[src/rtl/load_buffer.sv]
// load_buffer: in-order load queue that issues one memory read at a time,
// extends the returned data by opcode and broadcasts it on the CDB.
module load_buffer #(
  parameter int ADDR_W = 32,
  parameter int ROB_W = 4,
  parameter int OP_W = 6,
  parameter int DEPTH = 8,
  parameter logic [OP_W-1:0] OP_LB = OP_W'(0),
  parameter logic [OP_W-1:0] OP_LH = OP_W'(1),
  parameter logic [OP_W-1:0] OP_LW = OP_W'(2),
  parameter logic [OP_W-1:0] OP_LBU = OP_W'(4),
  parameter logic [OP_W-1:0] OP_LHU = OP_W'(5)
) (
  input  logic              clk_in,
  input  logic              rst_in,
  input  logic              rdy_in,
  input  logic              addrunit_lbuffer_en_in,
  input  logic [ADDR_W-1:0] addrunit_lbuffer_a_in,
  input  logic [ROB_W-1:0]  addrunit_lbuffer_dest_in,
  input  logic [OP_W-1:0]   addrunit_lbuffer_opcode_in,
  output logic              lbuffer_rs_full_out,
  output logic              lbuffer_mem_req_out,
  output logic [ADDR_W-1:0] lbuffer_mem_a_out,
  output logic [1:0]        lbuffer_mem_size_out,
  input  logic              mem_lbuffer_ack_in,
  input  logic [ADDR_W-1:0] mem_lbuffer_data_in,
  input  logic              rob_lbuffer_rst_in,
  output logic              lbuffer_cdb_en_out,
  output logic [ROB_W-1:0]  lbuffer_cdb_dest_out,
  output logic [ADDR_W-1:0] lbuffer_cdb_value_out
);
  localparam int PW = $clog2(DEPTH);
  localparam logic [PW:0] FULL_CNT = (PW+1)'(DEPTH);
  typedef enum logic {S_IDLE, S_WAIT} state_t;
  state_t state, state_nxt;
  logic [ADDR_W-1:0] addr_q [DEPTH];
  logic [ROB_W-1:0] dest_q [DEPTH];
  logic [OP_W-1:0] op_q [DEPTH];
  logic [PW-1:0] head, tail;
  logic [PW:0] count;
  logic pop, push, issue;
  logic [OP_W-1:0] head_op;
  logic [1:0] head_size;
  logic [ADDR_W-1:0] head_value, d;
  always_comb begin
    d = mem_lbuffer_data_in;
    head_op = op_q[head];
    head_size = (head_op == OP_LB || head_op == OP_LBU) ? 2'd0 :
                (head_op == OP_LH || head_op == OP_LHU) ? 2'd1 : 2'd2;
    head_value = head_op == OP_LB  ? {{(ADDR_W-8){d[7]}}, d[7:0]} :
                 head_op == OP_LBU ? {{(ADDR_W-8){1'b0}}, d[7:0]} :
                 head_op == OP_LH  ? {{(ADDR_W-16){d[15]}}, d[15:0]} :
                 head_op == OP_LHU ? {{(ADDR_W-16){1'b0}}, d[15:0]} : d;
    pop = state == S_WAIT && mem_lbuffer_ack_in;
    push = addrunit_lbuffer_en_in && (count != FULL_CNT || pop);
    issue = state == S_IDLE && count != '0;
    state_nxt = rob_lbuffer_rst_in ? S_IDLE : issue ? S_WAIT : pop ? S_IDLE : state;
  end
  assign lbuffer_rs_full_out = count == FULL_CNT;
  // Payload storage needs no reset; validity is tracked by head/tail/count.
  always_ff @(posedge clk_in)
    if (rdy_in && push && !rob_lbuffer_rst_in) begin
      addr_q[tail] <= addrunit_lbuffer_a_in;
      dest_q[tail] <= addrunit_lbuffer_dest_in;
      op_q[tail] <= addrunit_lbuffer_opcode_in;
    end
  always_ff @(posedge clk_in or negedge rst_in)
    if (!rst_in) begin
      state <= S_IDLE;
      head <= '0;
      tail <= '0;
      count <= '0;
      lbuffer_mem_req_out <= 1'b0;
      lbuffer_mem_a_out <= '0;
      lbuffer_mem_size_out <= '0;
      lbuffer_cdb_en_out <= 1'b0;
      lbuffer_cdb_dest_out <= '0;
      lbuffer_cdb_value_out <= '0;
    end else if (rdy_in) begin
      state <= state_nxt;
      if (rob_lbuffer_rst_in) begin
        head <= '0;
        tail <= '0;
        count <= '0;
        lbuffer_mem_req_out <= 1'b0;
        lbuffer_cdb_en_out <= 1'b0;
      end else begin
        if (push) tail <= tail + 1'b1;
        if (pop) head <= head + 1'b1;
        count <= count + (PW+1)'(push) - (PW+1)'(pop);
        lbuffer_cdb_en_out <= pop;
        if (issue) begin
          lbuffer_mem_req_out <= 1'b1;
          lbuffer_mem_a_out <= addr_q[head];
          lbuffer_mem_size_out <= head_size;
        end
        if (pop) begin
          lbuffer_mem_req_out <= 1'b0;
          lbuffer_cdb_dest_out <= dest_q[head];
          lbuffer_cdb_value_out <= head_value;
        end
      end
    end
endmodule
[config.mk]
export PLATFORM = sky130hd
export DESIGN_NAME = load_buffer
export DESIGN_NICKNAME = d
export VERILOG_FILES = /design/src/rtl/load_buffer.sv
export SDC_FILE = /design/constraint.sdc
export NUM_CORES = 1
export LEC_CHECK = 0
export ABC_AREA = 1
export CAP_MARGIN = 10
export CORE_MARGIN = 8
export CORE_UTILIZATION = 35
export CTS_BUF_LIST = sky130_fd_sc_hd__clkbuf_4 sky130_fd_sc_hd__clkbuf_8
export DETAILED_ROUTE_END_ITERATION = 6
export GPL_ROUTABILITY_DRIVEN = 0
export PLACE_DENSITY = 0.6
export SYNTH_ARGS = -nofsm -noshare
export SYNTH_HDL_FRONTEND = slang
export SYNTH_SLANG_ARGS = --single-unit
[constraint.sdc]
create_clock -name clk_in -period 4 [get_ports clk_in]
set_input_delay 0.8 -clock clk_in [delete_from_list [all_inputs] [get_ports clk_in]]
set_output_delay 0.8 -clock clk_in [all_outputs]
set_load 0.01 [all_outputs]
# After elaboration in Yosys (flattened, before gate mapping)
# Memory sizes are Yosys's and may differ from the RTL's. A register that Yosys moved wholly into a read port is not among the register bits.
# Index checks and enable logic that the tools add are counted.
# classes
addsub	4
eq_ne	5
n_bitwise	2
mux	20
reduce_logical	21
# ops
op	count
32-bit 2-to-1 mux	4
6-bit by 3-bit == test with 1-bit output (second input constant)	2
3-bit 2-to-1 mux	4
1-bit 2-to-1 mux	9
3-bit by 1-bit adder with 3-bit output (second input constant)	2
6-bit by 1-bit == test with 1-bit output (second input constant)	1
6-bit logical NOT	1
2-bit AND reduction	3
3-bit AND reduction	2
1-bit logical AND	5
4-bit by 1-bit adder with 4-bit output	1
4-bit == test (second input constant)	1
2-bit 2-to-1 mux	2
4-bit 2-to-1 mux	1
4-bit != test (second input constant)	1
2-bit nonzero test	2
4-bit nonzero test	1
4-bit by 1-bit subtractor with 4-bit output	1
1-bit logical NOT	3
1-bit logical OR	3
3-bit nonzero test	1
1-bit NOT	2
# totals
n_memories	3
ram_bits	336
inputBits	80
ff_bits	47
# mem_list
memory	words	word_bits	rd	rd_clocked_by_memory_dff	wr	line	source
addr_q	8	32	1	1	1	36	logic [ADDR_W-1:0] addr_q [DEPTH];
op_q	8	6	1	0	1	38	logic [OP_W-1:0] op_q [DEPTH];
dest_q	8	4	1	1	1	37	logic [ROB_W-1:0] dest_q [DEPTH];

# Logic depth before layout (Yosys ltp)
# Gate-level depths: netlist of the first run.
# depth
ltp_word	7
ltp_mapped	14

# Least setup slack after synthesis of the first run
# No wires, ideal clock.
# synth_path
kind	input port to flip-flop
from	in rdy_in
to	mem addr_q[0][0] (enable)
n_path_buf	0
required_time_ps	3559
cell_stages	6
setup_ps	441
t_arrival_ps	3144
path_slack_ps	414
cell_sequence	inv_2 > nor2_2 > inv_2 > nor2_1 > nand2_1 > nor2_1
# synth_via
elab_chain_cells	4
# synth_rtl
item	line	source
start: declaration	16	input logic rdy_in,
1-bit logical AND (2 in a row)	62	if (rdy_in && push && !rob_lbuffer_rst_in) begin
1-bit 2-to-1 mux	62	
1-bit 2-to-1 mux (not written as such)	63	addr_q[tail] <= addrunit_lbuffer_a_in;
end: declaration	36	
# No other way between the ends.

# Final worst setup path of the first run
# layout_path
from	in rdy_in
to	mem addr_q[1][17] (enable)
# The elaborated chain is that of the path after synthesis.

==> metrics.md, run 1 <==
| Metric | Value |
|---|---|
| Outcome | `complete, no violations` |
| Die Ht | `232.8 µm` |
| Via-to-Cell Ratio | `5.030` |
| Post-place setup slack | `0.4285 ns` |
| Main synth FF type | `edfxtp_1` |
| Maximum clock path buffer count | `3` |
| Global-route wire length before repair | `63.67 mm` |
| PortBufs | `152` |
| Fin crit share | `0.7480` |
| Total grt overflow | `0` |
| WL final | `41.39 mm` |
| Commonest non-fill, non-tap cells in the layout | `336 x edfxtp_1, 226 x nand2_1, 180 x nor2_1` |
| Syn Std Cell Area | `0.01646 mm²` |
| Hold-fix buffers, CTS | `0` |
| Setup ws final | `1.008 ns` |
| Initial DRC Count | `973` |
| Crit start category | `primary input` |
| Final setup TNS | `0 ns` |
| Starting density of the core | `0.3542` |
| CP most frequent cell | `inv_2` |
| WP data arrival | `3.25 ns` |
| Post-synth EDFFs | `336` |
| Reg2reg start | `head[0]$_DFFE_PN0P_` |
| Worst skew pair latency | `0.63 ns` |
| Critical path cell sequence | `clkdlybuf4s50_1, inv_2, nor2_2, inv_2, nor2_1, nand2_1, nor2_4, buf_4` |
| Share of cells above drive strength 1 | `0.1272` |
| Worst R2R Path Depth | `6` |
| Crit path largest cell delay | `0.58 ns` |
| Synthesized area per cell | `12.49 µm²` |
| Max Cap Viol | `0` |
| Relative slew slack | `0.2164` |
| Final slew viol count | `0` |
| TritonRoute pass-1 iters | `5` |
| Crit path capture type | `register` |
| Buf/Inv on CP | `4` |
| Worst-path clk slew | `0.05 ns` |
| GRT Resource Usage Total | `0.1503` |
| Placement Rows | `79` |
| Setup Buffers After CTS | `0` |
| Most common cell after layout, fill and taps aside | `edfxtp_1` |
| Worst Clk Skew | `0.03601 ns` |
| Mapped Cells | `1317` |
| Tightest Hold Check Type | `primary input to async pin` |
| Chip Width | `232.8 µm` |
| R2r setup slk | `1.15 ns` |
| Synth warn | `0` |
| Pwr dens | `588.4 mW/mm²` |
| Syn_nets | `1405` |
| Die area | `0.05421 mm²` |
| Total vias in the final route | `10.86k` |
| Num CTS Buffers | `73` |
| Largest net degree at the start of global routing | `114` |
| FF+latch count, synth | `419` |
| H-Tree Depth | `3` |
| Mean routed wirelength per cell | `19.18 µm` |
| DPL Wire Length | `24.49 mm` |
| Crit-path max FO | `30` |
| Final hold violation count | `0` |
| Layout Nets | `1581` |
| Worst-path cell with the longest stage delay | `clkdlybuf4s50_1` |
| Final setup viols | `0` |
| R2R Path End | `lbuffer_cdb_dest_out[1]$_DFFE_PN0P_` |
| CP Launch Point | `rdy_in` |
| Register area share after synthesis | `0.7394` |
| CP delay by family, top | `buffers and inverters` |
| CTS tree | `done` |
| Fmax | `334.2 MHz` |
| Fillers | `4308` |
| Root Buffer | `clkbuf_8` |
| Tmin final | `2.992 ns` |
| CP Data Required Time | `4.26 ns` |
| Netlist cell types | `31` |
| Leak Pwr | `7.458 nW` |
| Clock sink count | `419` |
| Post-CTS Resized | `0` |
| Unrepaired setup endpoints after global routing | `no` |
| Worst slew pin tran | `1.175 ns` |
| Num ports | `153` |
| Antenna viol nets, final | `0` |
| Initial antenna violation count | `3` |
| Layout Area Growth over Synthesis | `23.18%` |
| Vias in the first global route | `10.83k` |
| Worst IR Drop VDD | `0.3304 mV` |
| DRC errors left | `0` |
| Setup CP Type | `primary input to register` |
| Core Box Area | `0.04646 mm²` |
| Ys async rst share | `0.1981` |
worst max-delay path by stage:
stage / end / slack, ns / cells past startpoint
final: addr_q[1][17]$_DFFE_PP_ / 1.01 / 8
after global routing: lbuffer_cdb_value_out[27]$_DFFE_PN0P_ / 0.88 / 12
after CTS: lbuffer_rs_full_out / 1.01 / 4
after detailed placement: addr_q[3][2]$_DFFE_PP_ / 0.43 / 8
after global placement: addr_q[3][12]$_DFFE_PP_ / 0.44 / 8
after floorplan: addr_q[0][0]$_DFFE_PP_ / 0.41 / 6
logic make-up after synthesis:
group | share of synthesized area
AOI/OAI and AO/OA | 0.1050
buffers and inverters | 0.03330
and+or+nand+nor | 0.1147
xor gates and xnor gates | 0.001065
adders and majority gates | 0.006539
DFF | 0.7394
flip-flops by register name, indices dropped and copies added (netlist names):
register / flops
lbuffer_cdb_dest_out: 4
addr_q: 256
state: 1
count: 4
lbuffer_cdb_en_out: 1
head: 3
lbuffer_cdb_value_out: 32
lbuffer_mem_a_out: 32
dest_q: 32
op_q: 48
lbuffer_mem_size_out: 2
tail: 3
lbuffer_mem_req_out: 1
power breakdown:
group | internal, mW | switching (mW) | leakage, nW
Clock | 2.30 | 1.73 | 0.806
Combinational | 1.11 | 1.40 | 2.61
Sequential | 5.16 | 0.237 | 4.04
cells in the mapped netlist (5+ instances only):
master | instances | area [µm²]
a21oi_2 | 13 | 113.9
buf_2 | 18 | 90.09
nand2_1 | 226 | 848.3
o211ai_1 | 18 | 135.1
inv_2 | 5 | 18.77
a21oi_1 | 16 | 80.08
ha_1 | 7 | 87.58
nor2_1 | 190 | 713.2
o22ai_1 | 21 | 131.4
inv_1 | 47 | 176.4
clkbuf_1 | 55 | 206.5
edfxtp_1 | 336 | 10090
dfrtp_1 | 83 | 2077
o221ai_1 | 54 | 473.0
o21ai_0 | 155 | 775.7
nand3_1 | 47 | 235.2
per-layer routing:
layer / wire length (µm) / share of wire / up-vias / global-route usage
met4: 798 / 0.019 / 2 / 0.04536
met3: 2765 / 0.067 / 76 / 0.03495
met1: 18440 / 0.45 / 5331 / 0.2008
li1: - / - / 5076 / -
met2: 19380 / 0.47 / 370 / 0.2418
met5: 8 / 0.00019 / - / 0
per-stage QoR:
step	util	hold WS [ns]	power, mW	instance area [µm²]	std cells
finish	0.4363	0.2557	11.93	20270	2158
global placement	0.4034	0.4544	7.978	18740	2025
floorplan	-	0.5044	6.716	16460	1317
CTS	0.4362	0.2564	12.07	20270	2156
detailed placement	0.4034	0.4589	8.014	18740	2025
global route	0.4362	0.2884	12.53	20270	2156
worst register-to-register path, cell delays in order (launching register included):
cell and delay (ns):
dfrtp_4 0.42, buf_4 0.87, buf_4 0.67, o21ai_0 0.22, o221ai_1 0.27, nand3_1 0.21
nand2_1 0.12
area by class of cell:
cell class              count  area [µm²]  share of cell area
diodes                      2       5.005           0.0002469
multi-input cells         766        3811              0.1880
well taps                 607       759.5             0.03747
clock inverters            17       168.9            0.008333
inverters                  52       197.7            0.009752
repair buffers            181        1799             0.08876
clock buffers             114        1356             0.06691
flip-flops and latches    419       12170              0.6005
No activity file was read; power rests on OpenSTA's default activity.
==> run 2, diff against run 1 <==
Settings changed: PLACE_DENSITY 0.6 to 0.62.
Clock period 4 ns to 2.6 ns, I/O delays scaled along.
==> metrics.md, run 2 (synthesis gave the netlist of run 1 again) <==
| Metric | Value |
|---|---|
| Max Cap Viol | `0 (unchanged)` |
| Core Box Area | `0.04646 mm² (unchanged)` |
| Crit start category | `register` |
| Leak Pwr | `7.536 nW (+1.0%)` |
| Via-to-Cell Ratio | `4.956 (-1.5%)` |
| Final setup viols | `0 (unchanged)` |
| GRT Resource Usage Total | `0.1484 (-0.001892)` |
| Layout Nets | `1595 (+0.89%)` |
| Num ports | `153 (unchanged)` |
| CTS tree | `done` |
| Die area | `0.05421 mm² (unchanged)` |
| Non-Filler Instances | `2171 (+0.60%)` |
| Maximum clock path buffer count | `3 (unchanged)` |
| Pwr dens | `886.4 mW/mm² (+51%)` |
| Sequential power share | `0.457 (+0.005)` |
| Crit path capture type | `output pin` |
| Int Pwr | `13.03 mW (+52%)` |
| Commonest non-fill, non-tap cells in the layout | `336 x edfxtp_1, 226 x nand2_1, 180 x nor2_1` |
| WP data arrival | `1.79 ns (-1.46 ns)` |
| Worst IR Drop VDD | `0.4743 mV (+44%)` |
| Tightest Hold Check Type | `primary input to async pin` |
| Worst skew pair latency | `0.63 ns (about the same)` |
| Combinational power share | `0.214 (+0.004)` |
| Fin crit share | `0.8902` |
| Global-route wire length before repair | `62.74 mm (-1.5%)` |
| Antenna cell count | `0 (-2)` |
| Final hold violation count | `0 (unchanged)` |
| PortBufs | `152 (unchanged)` |
| Worst R2R Path Depth | `11 (+5)` |
| R2r setup slk | `0.40 ns (-0.75 ns)` |
| Fillers | `4237 (-1.6%)` |
| Setup CP Type | `register to output pin` |
| Worst Clk Skew | `0.02615 ns (-0.009853 ns)` |
| Max FFs per register | `256 (unchanged)` |
| CP Data Required Time | `2.08 ns (-2.18 ns)` |
| Most common cell after layout, fill and taps aside | `edfxtp_1` |
| Share of cells above drive strength 1 | `0.1304 (+0.003256)` |
| TritonRoute pass-1 iters | `5 (unchanged)` |
| Antenna viol nets, final | `0 (unchanged)` |
| Final slew viol count | `0 (unchanged)` |
| Layout Area Growth over Synthesis | `24.64%` |
| Worst slew pin tran | `0.7971 ns (-0.3783 ns)` |
| Tmin final | `2.314 ns` |
| Worst-path clk slew | `0.06 ns (about the same)` |
| WL final | `40.60 mm (-1.9%)` |
| Switching share of power | `0.2832 (+0.001331)` |
| DPL Wire Length | `24.95 mm (+1.9%)` |
| Vias in the first global route | `10.75k (-0.81%)` |
| Total vias in the final route | `10.76k (-0.88%)` |
| Relative slew slack | `0.4686 (+0.2522)` |
| Starting density of the core | `0.3542 (unchanged)` |
| Net Switching | `5.149 mW (+53%)` |
| H-Tree Depth | `3 (unchanged)` |
| DRC errors left | `0 (unchanged)` |
| Initial antenna violation count | `1 (-2)` |
| Initial DRC Count | `816 (-16%)` |
| Crit-path max FO | `4 (-87%)` |
| Largest registers | `addr_q: 256 flops, op_q: 48 flops` |
| Clock sink count | `419 (unchanged)` |
| R2R Path End | `lbuffer_cdb_value_out[19]$_DFFE_PN0P_` |
| Root Buffer | `clkbuf_8` |
| Setup Buffers After CTS | `0 (unchanged)` |
| Chip Width | `232.8 µm (unchanged)` |
| Clock network power share | `0.329 (-0.009)` |
| Mean routed wirelength per cell | `18.70 µm (-2.5%)` |
| Total grt overflow | `0 (unchanged)` |
| Unrepaired setup endpoints after global routing | `no` |
| Placement Rows | `79 (unchanged)` |
| Fmax | `432.1 MHz` |
| Die Ht | `232.8 µm (unchanged)` |
| Fin area | `0.02051 mm² (+1.2%)` |
| Placed insts | `2041 (+0.79%)` |
| Post-DP Area | `0.01905 mm² (+1.6%)` |
| Reg2reg start | `head[0]$_DFFE_PN0P_` |
| Num CTS Buffers | `70 (-4.1%)` |
| Largest net degree at the start of global routing | `84 (-26%)` |
| Outcome | `complete, no violations` |
| Register name with the most flops | `addr_q` |
run 2: cell types whose count changed in the layout (fill, tap and decap cells not counted), moves of 2 or more:
cell and delta:
buf_12 +15, bufinv_16 +2, clkbuf_4 -11, clkbuf_8 -8
clkinv_1 +8, clkinv_2 +5, clkinv_8 -2, clkinvlp_4 +3
diode_2 -2
run 2: stage by stage:
stage	power, mW	setup WS (ns)	hold WS (ns)	setup TNS (ns)	util
6_report	18.18	0.2856	0.3842	0	0.4415
5_1_grt	19.14	0.1851	0.3797	0	0.4415
4_1_cts	18.45	0.2132	0.3545	0	0.4415
3_5_place_dp	12.39	0.05013	0.4594	0	0.4100
3_3_place_gp	12.29	0.005313	0.4544	0	0.4100
2_1_floorplan	10.33	-0.1343	0.2244	-43.03	-
run 2: critical path, stage by stage, from the launching register on:
cell	delay [ns]
dfrtp_1	0.36
inv_1	0.12
ha_1	0.17
nor3b_2	0.22
dlygate4sd2_1	0.30
run 2: how the worst max path moves through the flow:
stage	from	endpoint	slack, ns	cells past startpoint
4_1_cts	count[2]$_DFFE_PN0P_	lbuffer_rs_full_out	0.21	4
3_3_place_gp	mem_lbuffer_ack_in	addr_q[6][4]$_DFFE_PP_	0.005	10
2_1_floorplan	count[2]$_DFFE_PN0P_	addr_q[0][0]$_DFFE_PP_	-0.13	8
3_5_place_dp	mem_lbuffer_ack_in	addr_q[4][29]$_DFFE_PP_	0.05	10
6_report	count[2]$_DFFE_PN0P_	lbuffer_rs_full_out	0.29	4
5_1_grt	count[2]$_DFFE_PN0P_	lbuffer_rs_full_out	0.19	4
run 2: layout make-up:
type,instances,area [µm²],share of cell area
Timing Repair Buffer,198,2116,0.1032
Tap cell,607,759.5,0.03703
Sequential cell,419,12170,0.5935
Clock buffer,95,1164,0.05673
Inverter,52,197.7,0.009638
Multi-Input combinational cell,766,3816,0.1861
Clock inverter,34,285.3,0.01391
run 2: metal layers:
layer  share of wire  global-route usage  up-vias
met4           0.016             0.04086        2
met5         0.00032                   0        -
met1            0.45              0.1964     5279
met2            0.47              0.2384      321
li1                -                   -     5099
met3           0.064             0.04031       58
run 2: power groups by stage:
stage               registers (mW)  logic, mW  clock network [mW]
floorplan                     8.63       1.71                   0
global placement              8.42       3.87                   0
detailed placement            8.43       3.96                   0
CTS                           8.31       3.98                6.17
global route                  8.39       4.30                6.46
finish                        8.31       3.89                5.98
run 2: timing repair:
action / CTS / global route
setup endpoints to repair: 1 / 0
hold buffers: 1 / 0
resized for setup: 2 / 0
endpoints found under the hold margin: 26 / 0
